--- src/rtl/serial_adder_ctrl_if.sv ---
// Start/busy/done handshake and operand/result bus for the bit-serial adder.
// The master drives the request side; the slave (the engine) drives status and result.
interface serial_adder_ctrl_if #(
    parameter int WIDTH = 8
);
    logic             start;
    logic             sub;
    logic             cin;
    logic [WIDTH-1:0] op_a;
    logic [WIDTH-1:0] op_b;
    logic             busy;
    logic             done;
    logic [WIDTH-1:0] sum;
    logic             cout;

    modport master (
        output start, sub, cin, op_a, op_b,
        input  busy, done, sum, cout
    );

    modport slave (
        input  start, sub, cin, op_a, op_b,
        output busy, done, sum, cout
    );
endinterface

--- src/rtl/serial_adder_ctrl.sv ---
// Bit-serial add/subtract engine: one full_adder cell processes one operand bit
// pair per clock, LSB first, with the carry held in a register between cycles.
module full_adder (
    input  logic i_a,
    input  logic i_b,
    input  logic i_cin,
    output logic o_sum,
    output logic o_cout
);
    assign o_sum  = i_a ^ i_b ^ i_cin;
    assign o_cout = (i_a & i_b) | (i_cin & (i_a ^ i_b));
endmodule

module serial_adder_ctrl #(
    parameter int WIDTH = 8
) (
    input  logic                clk,
    input  logic                rst,
    serial_adder_ctrl_if.slave  bus
);
    localparam int CW = (WIDTH > 1) ? $clog2(WIDTH) : 1;

    typedef enum logic {
        S_IDLE = 1'b0,
        S_RUN  = 1'b1
    } state_t;

    state_t           r_state;
    logic [WIDTH-1:0] r_shift_a;
    logic [WIDTH-1:0] r_shift_b;
    logic [WIDTH-1:0] r_shift_sum;
    logic             r_carry;
    logic [CW-1:0]    r_cnt;
    logic             r_busy;
    logic             r_done;
    logic [WIDTH-1:0] r_sum;
    logic             r_cout;

    logic             w_fa_sum;
    logic             w_fa_cout;
    logic [WIDTH-1:0] w_next_sum;

    full_adder u_fa (
        .i_a    (r_shift_a[0]),
        .i_b    (r_shift_b[0]),
        .i_cin  (r_carry),
        .o_sum  (w_fa_sum),
        .o_cout (w_fa_cout)
    );

    // The bit computed this cycle enters at the MSB so the final shift leaves the result aligned.
    assign w_next_sum = {w_fa_sum, r_shift_sum[WIDTH-1:1]};

    // Control FSM and datapath registers; subtract is a + ~b + 1.
    always_ff @(posedge clk or posedge rst) begin
        if (rst) begin
            r_state     <= S_IDLE;
            r_shift_a   <= {WIDTH{1'b0}};
            r_shift_b   <= {WIDTH{1'b0}};
            r_shift_sum <= {WIDTH{1'b0}};
            r_carry     <= 1'b0;
            r_cnt       <= {CW{1'b0}};
            r_busy      <= 1'b0;
            r_done      <= 1'b0;
            r_sum       <= {WIDTH{1'b0}};
            r_cout      <= 1'b0;
        end else begin
            r_done <= 1'b0;
            case (r_state)
                S_IDLE: begin
                    if (bus.start) begin
                        r_shift_a <= bus.op_a;
                        r_shift_b <= bus.sub ? ~bus.op_b : bus.op_b;
                        r_carry   <= bus.sub ? 1'b1 : bus.cin;
                        r_cnt     <= {CW{1'b0}};
                        r_busy    <= 1'b1;
                        r_state   <= S_RUN;
                    end else begin
                        r_busy <= 1'b0;
                    end
                end
                S_RUN: begin
                    r_shift_a   <= {1'b0, r_shift_a[WIDTH-1:1]};
                    r_shift_b   <= {1'b0, r_shift_b[WIDTH-1:1]};
                    r_shift_sum <= w_next_sum;
                    r_carry     <= w_fa_cout;
                    r_cnt       <= r_cnt + CW'(1);
                    // Terminal compare happens before the counter could wrap.
                    if (r_cnt == CW'(WIDTH - 1)) begin
                        r_sum   <= w_next_sum;
                        r_cout  <= w_fa_cout;
                        r_done  <= 1'b1;
                        r_busy  <= 1'b0;
                        r_state <= S_IDLE;
                    end else begin
                        r_busy <= 1'b1;
                    end
                end
                default: begin
                    r_busy  <= 1'b0;
                    r_state <= S_IDLE;
                end
            endcase
        end
    end

    assign bus.busy = r_busy;
    assign bus.done = r_done;
    assign bus.sum  = r_sum;
    assign bus.cout = r_cout;
endmodule

--- src/flat_wrapper.sv ---
// flat-port wrapper written by rule: the top's interface ports become plain ports
module serial_adder_ctrl_flat 
#(
    parameter int WIDTH = 8
)
  (clk, rst, bus_start, bus_sub, bus_cin, bus_op_a, bus_op_b, bus_busy, bus_done, bus_sum, bus_cout);
  serial_adder_ctrl_if #(.WIDTH(WIDTH)) bus_i ();
  input  logic clk;
  input  logic rst;
  input wire logic [$bits(bus_i.start)-1:0] bus_start;
  input wire logic [$bits(bus_i.sub)-1:0] bus_sub;
  input wire logic [$bits(bus_i.cin)-1:0] bus_cin;
  input wire logic [$bits(bus_i.op_a)-1:0] bus_op_a;
  input wire logic [$bits(bus_i.op_b)-1:0] bus_op_b;
  output wire logic [$bits(bus_i.busy)-1:0] bus_busy;
  output wire logic [$bits(bus_i.done)-1:0] bus_done;
  output wire logic [$bits(bus_i.sum)-1:0] bus_sum;
  output wire logic [$bits(bus_i.cout)-1:0] bus_cout;
  assign bus_i.start = bus_start;
  assign bus_i.sub = bus_sub;
  assign bus_i.cin = bus_cin;
  assign bus_i.op_a = bus_op_a;
  assign bus_i.op_b = bus_op_b;
  assign bus_busy = bus_i.busy;
  assign bus_done = bus_i.done;
  assign bus_sum = bus_i.sum;
  assign bus_cout = bus_i.cout;
  serial_adder_ctrl #(.WIDTH(WIDTH)) u_core (.clk(clk), .rst(rst), .bus(bus_i));
endmodule
--- config.mk ---
export PLATFORM = sky130hd
export DESIGN_NAME = serial_adder_ctrl_flat
export DESIGN_NICKNAME = d
export VERILOG_FILES = /design/src/rtl/serial_adder_ctrl_if.sv /design/src/rtl/serial_adder_ctrl.sv /design/src/flat_wrapper.sv
export SDC_FILE = /design/constraint.sdc
export NUM_CORES = 1
export LEC_CHECK = 0
export ABC_AREA = 1
export BUFFER_PORTS_ARGS = -buffer_cell sky130_fd_sc_hd__buf_2
export CORE_MARGIN = 4
export CORE_UTILIZATION = 25
export DETAILED_ROUTE_END_ITERATION = 12
export MAX_ROUTING_LAYER = met4
export SLEW_MARGIN = 0
export SYNTH_ARGS = -nofsm -noshare
export SYNTH_HDL_FRONTEND = slang
export SYNTH_SLANG_ARGS = --single-unit
--- constraint.sdc ---
create_clock -name clk -period 1.2 [get_ports clk]
set_clock_uncertainty 0.05 [all_clocks]
set_input_delay 0 -clock clk [delete_from_list [all_inputs] [get_ports clk]]
set_output_delay 0 -clock clk [all_outputs]
set_load 0.005 [all_outputs]
Word level (Yosys, flattened, before mapping)
Index checks and enable logic that the tools add are counted.
Widths: inputs -> output; s select.
- bits in registers: 39
- input bits: 21
- output and inout bits: 11
- logic and storage cells: 35
- add/subtract/negate cells: 1
- equal/unequal tests: 2
- muxes and demuxes: 15
- bitwise operators: 7
- reduce and logical (&&, ||, !) cells: 1
- operators with widths (cell ; count):
    $pmux 8 s2 ; 2
    $mux 8 ; 3
    $not 8->8 ; 1
    $mux 1 ; 6
    $pmux 3 s2 ; 1
    $pmux 1 s2 ; 2
    $add 3x1->3 const B ; 1
    $eq 3x3->1 const B ; 1
    $mux 3 ; 1
    $and 1x1->1 ; 2
    $ne 2x2->1 const B ; 1
    $reduce_and 2->1 ; 1
    $xor 1x1->1 ; 2
    $not 1->1 ; 1
    $or 1x1->1 ; 1

Depth between registers and ports, before layout
Gate-level depths: netlist of the first run.
- word-level depth: 4
- depth in mapped cells: 6
- mapped depth without buffers: 6

Hierarchy
From an unflattened synthesis of the first run, not the netlist that was laid out.
- cells, all modules: 214
- area, all modules: 1799.2 um^2
- by module, submodules not included (module ; times used ; cells each ; area each (um^2) ; sequential area each (um^2)):
    serial_adder_ctrl ; 1 ; 213 ; 1779.2 ; 950.9
    full_adder ; 1 ; 1 ; 20.0 ; 0.0

Least setup slack after synthesis of the first run
Ideal clock, no wire load.
- path kind: register -> register
- start point: register u_core.r_cnt[0]
- end point: register u_core.r_sum[5], in the netlist u_core.bus.sum[5]
- setup time: 0.074 ns
- data arrival time: 1.117 ns
- data required time: 1.076 ns
- setup slack: -0.041 ns
- stages on the path, launching flop included: 7
- buffers on the path: 1
- clock period less this slack: 1.241 ns
- cell sequence: dfrtp_1 ha_1 ha_1 nand2_4 buf_6 nand2_1 o21ai_2
- longest elaborated chain between the ends: 2
- RTL lines (what ; RTL line ; source):
    start, declared ; serial_adder_ctrl.sv:33 ; logic [CW-1:0] r_cnt;
    start signal, assigned ; serial_adder_ctrl.sv:62 ; r_cnt <= {CW{1'b0}};
    start signal, assigned ; serial_adder_ctrl.sv:75 ; r_cnt <= {CW{1'b0}};
    start signal, assigned ; serial_adder_ctrl.sv:87 ; r_cnt <= r_cnt + CW'(1);
    $eq 3x3->1 ; serial_adder_ctrl.sv:89 ; if (r_cnt == CW'(WIDTH - 1)) begin
    $reduce_and 2->1 (no line) ; -- ;
    end signal, assigned ; serial_adder_ctrl.sv:65 ; r_sum <= {WIDTH{1'b0}};
    end signal, assigned ; serial_adder_ctrl.sv:90 ; r_sum <= w_next_sum;
    end, declared ; serial_adder_ctrl.sv:36 ; logic [WIDTH-1:0] r_sum;
Every way passes these cells.
A chain may end at the register's enable or synchronous reset.

Final worst setup path of the first run
- start point: register u_core.r_cnt[0]
- end point: register u_core.r_sum[2], in the netlist u_core.bus.sum[2]
Same word-level chain as after synthesis.

==> flow_metrics.env, run 1 <==
export IMPL_outcome="completed"
export IMPL_ios=32
export IMPL_arrival_ns=1.37
export IMPL_yosysSeqAreaShare=0.529
export IMPL_combPwrFrac=0.414
export IMPL_setup_worst_path_start_class="flop"
export IMPL_diodes=0
export IMPL_antenna_found_initial=0
export IMPL_cp_cell_sequence="ha_2 -> ha_4 -> nand2_8 -> buf_12 -> nand2_1 -> o21ai_2"
export IMPL_fin_crit_sh=0.992
export IMPL_pre_cts_ws_ns=-0.0103
export IMPL_first_pass_iters=4
export IMPL_rsz0062_at_grt="true"
export IMPL_postRouteAntennaNets=0
export IMPL_grt_util_all_layers=0.0969
export IMPL_finalPower_mw=5.32
export IMPL_cp_max_fo=6
export IMPL_worst_setup_path_type="flop to flop"
export IMPL_num_vias=1490
export IMPL_grtUsageMet2=0.155
export IMPL_leakage_nw=1.40
export IMPL_clk_latency_ns=0.29
export IMPL_post_route_util=0.369
export IMPL_core_um2=6910
export IMPL_cts_buffers=5
export IMPL_final_common_cell="nand2_1"
export IMPL_path_delay_family="flip-flops"
export IMPL_chipHeight_um=92.8
export IMPL_cts_buffer_depth=2
export IMPL_powerDensity_nw_per_um2=2090
export IMPL_fillCellCount=734
export IMPL_grt_max_degree=39
export IMPL_wl_per_cell_um=9.68
export IMPL_grt_met1_usage=0.114
export IMPL_dp_hpwl_um=2360
export IMPL_met3_usage=0.0284
export IMPL_gp_congestion=0.723
export IMPL_syn_nets=238
export IMPL_cts_tree="yes"
export IMPL_hold_slack_ns=0.0416
export IMPL_ys_seq_elements=38
export IMPL_drc=0
export IMPL_ir_drop_uv=716
export IMPL_fp_dieW_um=92.8
export IMPL_grt_pass1_wl_um=6470
export IMPL_drv_cap=0
export IMPL_ys_types=18
export IMPL_detail_route_iter0_violations=30
export IMPL_grt_pass1_vias=1489
export IMPL_layout_drive_gt1_share=0.296
export IMPL_power_switching_mw=1.82
export IMPL_drt_total_wl_um=3640
export IMPL_cts_sink_count=38
export IMPL_yosys_warnings=0
export IMPL_final_nets=303
export IMPL_synth_cells=214
export IMPL_top_usage_layer="met2"
export IMPL_worstMarginPinSlew_ns=0.488
export IMPL_clk_pin_slew_ns=0.07
export IMPL_sw_frac_of_total=0.341
export IMPL_drv_slew=0
export IMPL_setup_violations=0
export IMPL_initial_core_util=0.261
export IMPL_syn_to_final_growth_pct=41.7
export IMPL_critPathSlowestCell="dfrtp_1"
export IMPL_slew_headroom=0.675
export IMPL_clockRootBuffer="clkbuf_8"
export IMPL_worst_slack_ns=0.00971
export IMPL_vias_per_cell=3.96
export IMPL_rows=30
export IMPL_r2r_start="u_core.r_cnt[0]$_DFFE_PP0P_"
export IMPL_synth_area_um2=1800
export IMPL_syn_avg_cell_area_um2=8.41
export IMPL_gr_total_overflow=0
export IMPL_htree_levels=2
export IMPL_startpoint="u_core.r_cnt[0]$_DFFE_PP0P_"
export IMPL_hold_path_class="input port to flop"
export IMPL_min_from="bus_sub"
export IMPL_path_buf_inv=1
export IMPL_critPathCaptureType="flop"
export IMPL_intPower_mw=3.50
export IMPL_die_area_um2=8620
export IMPL_period_needed_ns=1.19
export IMPL_final_cell_mix="nand2_1 (94), dfrtp_1 (38), buf_2 (30), inv_1 (25), dlygate4sd3_1 (18)"
export IMPL_clock_power_share=0.193
export IMPL_hold_viol=0
export IMPL_critPathMaxStageDelay_ns=0.39
export IMPL_fmax_mhz=840
export IMPL_critPathRequiredTime_ns=1.38
export IMPL_io_buffers=31
export IMPL_p_seq_frac=0.393
-- layout make-up --
| class | count | area (um2) | share of cell area |
|---|---|---|---|
| Clock buffer | 8 | 110 | 0.0432 |
| Sequential cell | 38 | 951 | 0.373 |
| Timing Repair Buffer | 67 | 553 | 0.217 |
| Multi-Input combinational cell | 139 | 709 | 0.278 |
| Inverter | 28 | 105 | 0.0412 |
| Tap cell | 96 | 120 | 0.0471 |
-- what timing repair did --
item,4_1_cts,5_1_grt
gates resized for setup,8,13
setup endpoints to repair,11,21
setup buffers,4,4
hold buffers,18,0
endpoints found under the hold margin,55,0
gates cloned,1,0
pin swaps,4,3
-- synth_stat cells, drive strengths merged --
library cell / n / area (um2)
nand3: 9 / 50.1
buf: 9 / 86.3
nand2: 102 / 390
a21oi: 7 / 35.0
dfrtp: 38 / 951
nor2: 3 / 35.0
ha: 2 / 25.0
inv: 28 / 105
o21ai: 15 / 101
fa: 1 / 20.0
-- flip-flops by register name, indices dropped and copies added (netlist names) --
name and flops:
u_core.r_carry 1, u_core.r_cnt 3, u_core.bus.cout 1, u_core.bus.done 1, u_core.r_shift_sum 7, u_core.bus.sum 8, u_core.r_shift_b 8, u_core.r_shift_a 8
u_core.r_state 1
-- power by group through the flow --
| stage | logic, mW | registers (mW) | clock network [mW] |
|---|---|---|---|
| after global placement | 1.74 | 2.07 | 0 |
| after global routing | 2.50 | 2.16 | 1.12 |
| final | 2.20 | 2.09 | 1.03 |
| after detailed placement | 1.77 | 2.08 | 0 |
| after floorplan | 1.26 | 2.05 | 0 |
| after CTS | 2.07 | 2.07 | 1.06 |
-- worst min-delay path, delay by kind of cell --
kind / cells / cell delay [ns]
AND/OR/NAND/NOR: 3 / 0.20
buffers and inverters: 1 / 0.15
-- per-layer routing --
metal  vias up  wire length [um]
met1       669              1680
met3         8               197
met4         0                69
li1        775                 -
met2        38              1690
met5         -                 0
-- cell families (layout without fill, tap and decap cells) --
| logic type | Yosys count | in the layout | synth area share |
|---|---|---|---|
| simple gates | 114 | 114 | 0.264 |
| flops | 38 | 38 | 0.529 |
| buf+inv | 37 | 103 | 0.106 |
| compound gates | 22 | 22 | 0.0758 |
| fa+ha+maj | 3 | 3 | 0.0250 |
-- metrics by stage --
step,std cells,TNS (ns),area [um2]
after detailed placement,341,-0.0299,2100
after global placement,341,0,2100
after floorplan,214,0,1800
final,376,0,2550
after global routing,376,-0.374,2550
after CTS,372,-0.0181,2480
-- final timing paths --
check / end / slack (ns) / cells after the start
min reg2reg: u_core.r_shift_b[1]$_DFFE_PP0P_ / 0.43 / 2
min: u_core.r_shift_b[7]$_DFFE_PP0P_ / 0.04 / 4
max in group asynchronous: u_core.r_shift_b[0]$_DFFE_PP0P_ / 0.44 / 4
max: u_core.bus.sum[2]$_DFFE_PP0P_ / 0.01 / 6
min in group asynchronous: u_core.bus.sum[0]$_DFFE_PP0P_ / 0.31 / 4
max reg2reg: u_core.bus.sum[2]$_DFFE_PP0P_ / 0.01 / 6
No activity file was read; power rests on OpenSTA's default activity.
==> run 2: changes to the inputs <==
Settings changed: ABC_AREA 1 to unset.
==> run 2 against run 1 <==
Against the previous run:
- the flow now finishes with violations (setup timing)
- global-route usage decreased by 0.61 points
- register-to-register slack got worse by 0.16 ns
- wire length decreased by 6.2%
- sequential power increased by 4%
- via count decreased by 21%
- combinational power about the same
- critical endpoint is now u_core.bus.sum[6]$_DFFE_PP0P_
- hold slack got worse by 0.0052 ns
- critical path type unchanged
- largest power group unchanged
- power increased by 7.6%
- non-clock buffer count decreased by 8
==> flow_metrics.env, run 2 <==
export IMPL_yosysSeqAreaShare=0.547
export IMPL_worst_setup_path_type="flop to flop"
export IMPL_diodes=0
export IMPL_fin_crit_sh=1.13
export IMPL_dp_hpwl_um=2200
export IMPL_synth_edff_count=0
export IMPL_netlist_area_leader_share=0.547
export IMPL_critPathRequiredTime_ns=1.32
export IMPL_clk_latency_ns=0.29
export IMPL_p_seq_frac=0.380
export IMPL_detail_route_iter0_violations=22
export IMPL_fp_dieW_um=91.4
export IMPL_synth_largest_area_cell="dfrtp_1"
export IMPL_wl_per_cell_um=11.7
export IMPL_met2_length_um=1560
export IMPL_cts_buffer_depth=2
export IMPL_finalPower_mw=5.72
export IMPL_setup_violations=18
export IMPL_synth_most_common_cell="dfrtp_1"
export IMPL_final_nets=218
export IMPL_routed_top_layer="met4"
export IMPL_syn_avg_cell_area_um2=12.9
export IMPL_multi_input_area_um2=810
export IMPL_grt_pass1_wl_um=5880
export IMPL_min_from="bus_cin"
export IMPL_outcome="finished, violations left"
export IMPL_htree_levels=2
export IMPL_layout_drive_gt1_share=0.415
export IMPL_ios=32
export IMPL_syn_to_final_growth_pct=42.7
export IMPL_hold_path_class="input port to flop"
export IMPL_core_um2=6790
export IMPL_rsz0062_at_grt="true"
export IMPL_fillCellCount=659
export IMPL_clockRootBuffer="clkbuf_8"
export IMPL_first_pass_iters=4
export IMPL_ys_types=23
export IMPL_m1WireLength_um=1680
export IMPL_leakage_nw=1.18
export IMPL_ys_flop_type="dfrtp_1"
export IMPL_grt_util_all_layers=0.0908
export IMPL_io_buffers=31
export IMPL_setup_tns_ns=-1.73
export IMPL_ys_seq_elements=38
export IMPL_sw_frac_of_total=0.293
export IMPL_drt_total_wl_um=3420
export IMPL_antenna_found_initial=0
export IMPL_die_area_um2=8350
export IMPL_clock_power_share=0.232
export IMPL_synth_area_leaders="dfrtp_1 (55%), mux2_2 (10%), mux2i_1 (5.2%)"
export IMPL_powerDensity_nw_per_um2=2310
export IMPL_synth_cells=135
export IMPL_routed_wl_met3_um=162
export IMPL_final_common_cell="dfrtp_1"
export IMPL_hold_slack_ns=0.0364
export IMPL_drc=0
export IMPL_combPwrFrac=0.388
export IMPL_chipHeight_um=91.4
export IMPL_postRouteAntennaNets=0
export IMPL_final_cell_mix="dfrtp_1 (37), buf_2 (31), dlygate4sd3_1 (17), nand2_1 (16), mux2_4 (10)"
export IMPL_critPathCaptureType="flop"
export IMPL_ys_async_sr_fraction=1.00
export IMPL_slew_headroom=0.678
export IMPL_cts_buffers=5
export IMPL_gr_total_overflow=0
export IMPL_initial_core_util=0.256
export IMPL_fmax_mhz=738
export IMPL_grt_pass1_vias=1250
export IMPL_seqCellArea_um2=952
export IMPL_period_needed_ns=1.35
export IMPL_cts_tree="yes"
export IMPL_intPower_mw=4.05
export IMPL_hold_viol=0
export IMPL_synth_area_um2=1740
export IMPL_r2r_start="u_core.r_cnt[1]$_DFFE_PP0P_"
export IMPL_cts_sink_count=38
export IMPL_clk_pin_slew_ns=0.08
export IMPL_drv_slew=0
export IMPL_cp_max_fo=5
export IMPL_worst_slack_ns=-0.154
export IMPL_startpoint="u_core.r_cnt[1]$_DFFE_PP0P_"
export IMPL_power_switching_mw=1.68
export IMPL_drv_cap=0
export IMPL_violations="setup timing"
export IMPL_vias_per_cell=4.04
export IMPL_worstMarginPinSlew_ns=0.483
export IMPL_syn_nets=159
export IMPL_grt_max_degree=39
export IMPL_yosys_warnings=0
export IMPL_arrival_ns=1.48
export IMPL_gp_congestion=0.686
export IMPL_ir_drop_uv=792
export IMPL_num_vias=1176
export IMPL_setup_worst_path_start_class="flop"
export IMPL_rows=30
export IMPL_synth_common_cells="dfrtp_1 (38), mux2_2 (16), nand2_1 (16)"
run 2: timing repair:
action | CTS | global route
cloned | 1 | 1
setup buffers | 2 | 1
resized for setup | 0 | 6
pin swaps | 5 | 3
endpoints found under the setup margin | 10 | 20
hold endpoints to repair | 54 | 0
hold buffers | 17 | 0
run 2: final cells by class:
cell class / count / area share
clock buffer: 6 / 0.0333
clock inverter: 2 / 0.0242
inverter: 2 / 0.00302
multi-input combinational: 88 / 0.326
sequential: 38 / 0.384
tap: 96 / 0.0484
timing repair buffer: 59 / 0.181
run 2: logic make-up (layout without fill, tap and decap cells):
| group | Yosys count | in the layout | share of synthesized area |
|---|---|---|---|
| buf+inv | 10 | 69 | 0.0388 |
| fa+ha+maj | 3 | 3 | 0.0259 |
| flops | 38 | 38 | 0.547 |
| compound gates | 19 | 19 | 0.0899 |
| mux | 25 | 25 | 0.155 |
| xor+xnor | 8 | 8 | 0.0403 |
| simple gates | 32 | 33 | 0.103 |
run 2: per-stage QoR:
step / instances / cell area, um2 / setup slack, ns / utilization
after CTS: 289 / 2430 / -0.160 / 0.357
after global routing: 291 / 2480 / -0.190 / 0.365
after global placement: 261 / 2090 / -0.120 / 0.308
after detailed placement: 261 / 2090 / -0.151 / 0.308
after floorplan: 135 / 1800 / -0.0990 / -
final: 291 / 2480 / -0.154 / 0.365
run 2: per-layer routing:
metal  vias to the layer above  GRT usage
met2                        30      0.129
met4                         0     0.0302
met3                         2     0.0273
met5                         -          -
met1                       555      0.123
li1                        589          -
run 2: critical path, cell delays in order (launching register included):
cell	delay [ns]
dfrtp_1	0.39
ha_2	0.20
ha_4	0.20
nand2_8	0.09
mux2_4	0.30
run 2: final timing paths:
check                                                   to  slack, ns  cells past startpoint
setup reg to reg             u_core.bus.sum[6]$_DFFE_PP0P_      -0.15                      4
max in group asynchronous         u_core.r_state$_DFF_PP0_       0.43                      4
hold reg to reg            u_core.r_shift_b[2]$_DFFE_PP0P_       0.43                      2
hold / removal                  u_core.r_carry$_DFFE_PP0P_       0.04                      3
min in group asynchronous      u_core.r_cnt[1]$_DFFE_PP0P_       0.32                      4
setup / recovery             u_core.bus.sum[6]$_DFFE_PP0P_      -0.15                      4
run 2: power groups by stage:
stage	registers, mW	clock network [mW]	logic [mW]
finish	2.17	1.33	2.22
global placement	2.17	0	1.90
global route	2.24	1.44	2.46
floorplan	2.12	0	1.43
detailed placement	2.18	0	1.96
CTS	2.15	1.38	2.08
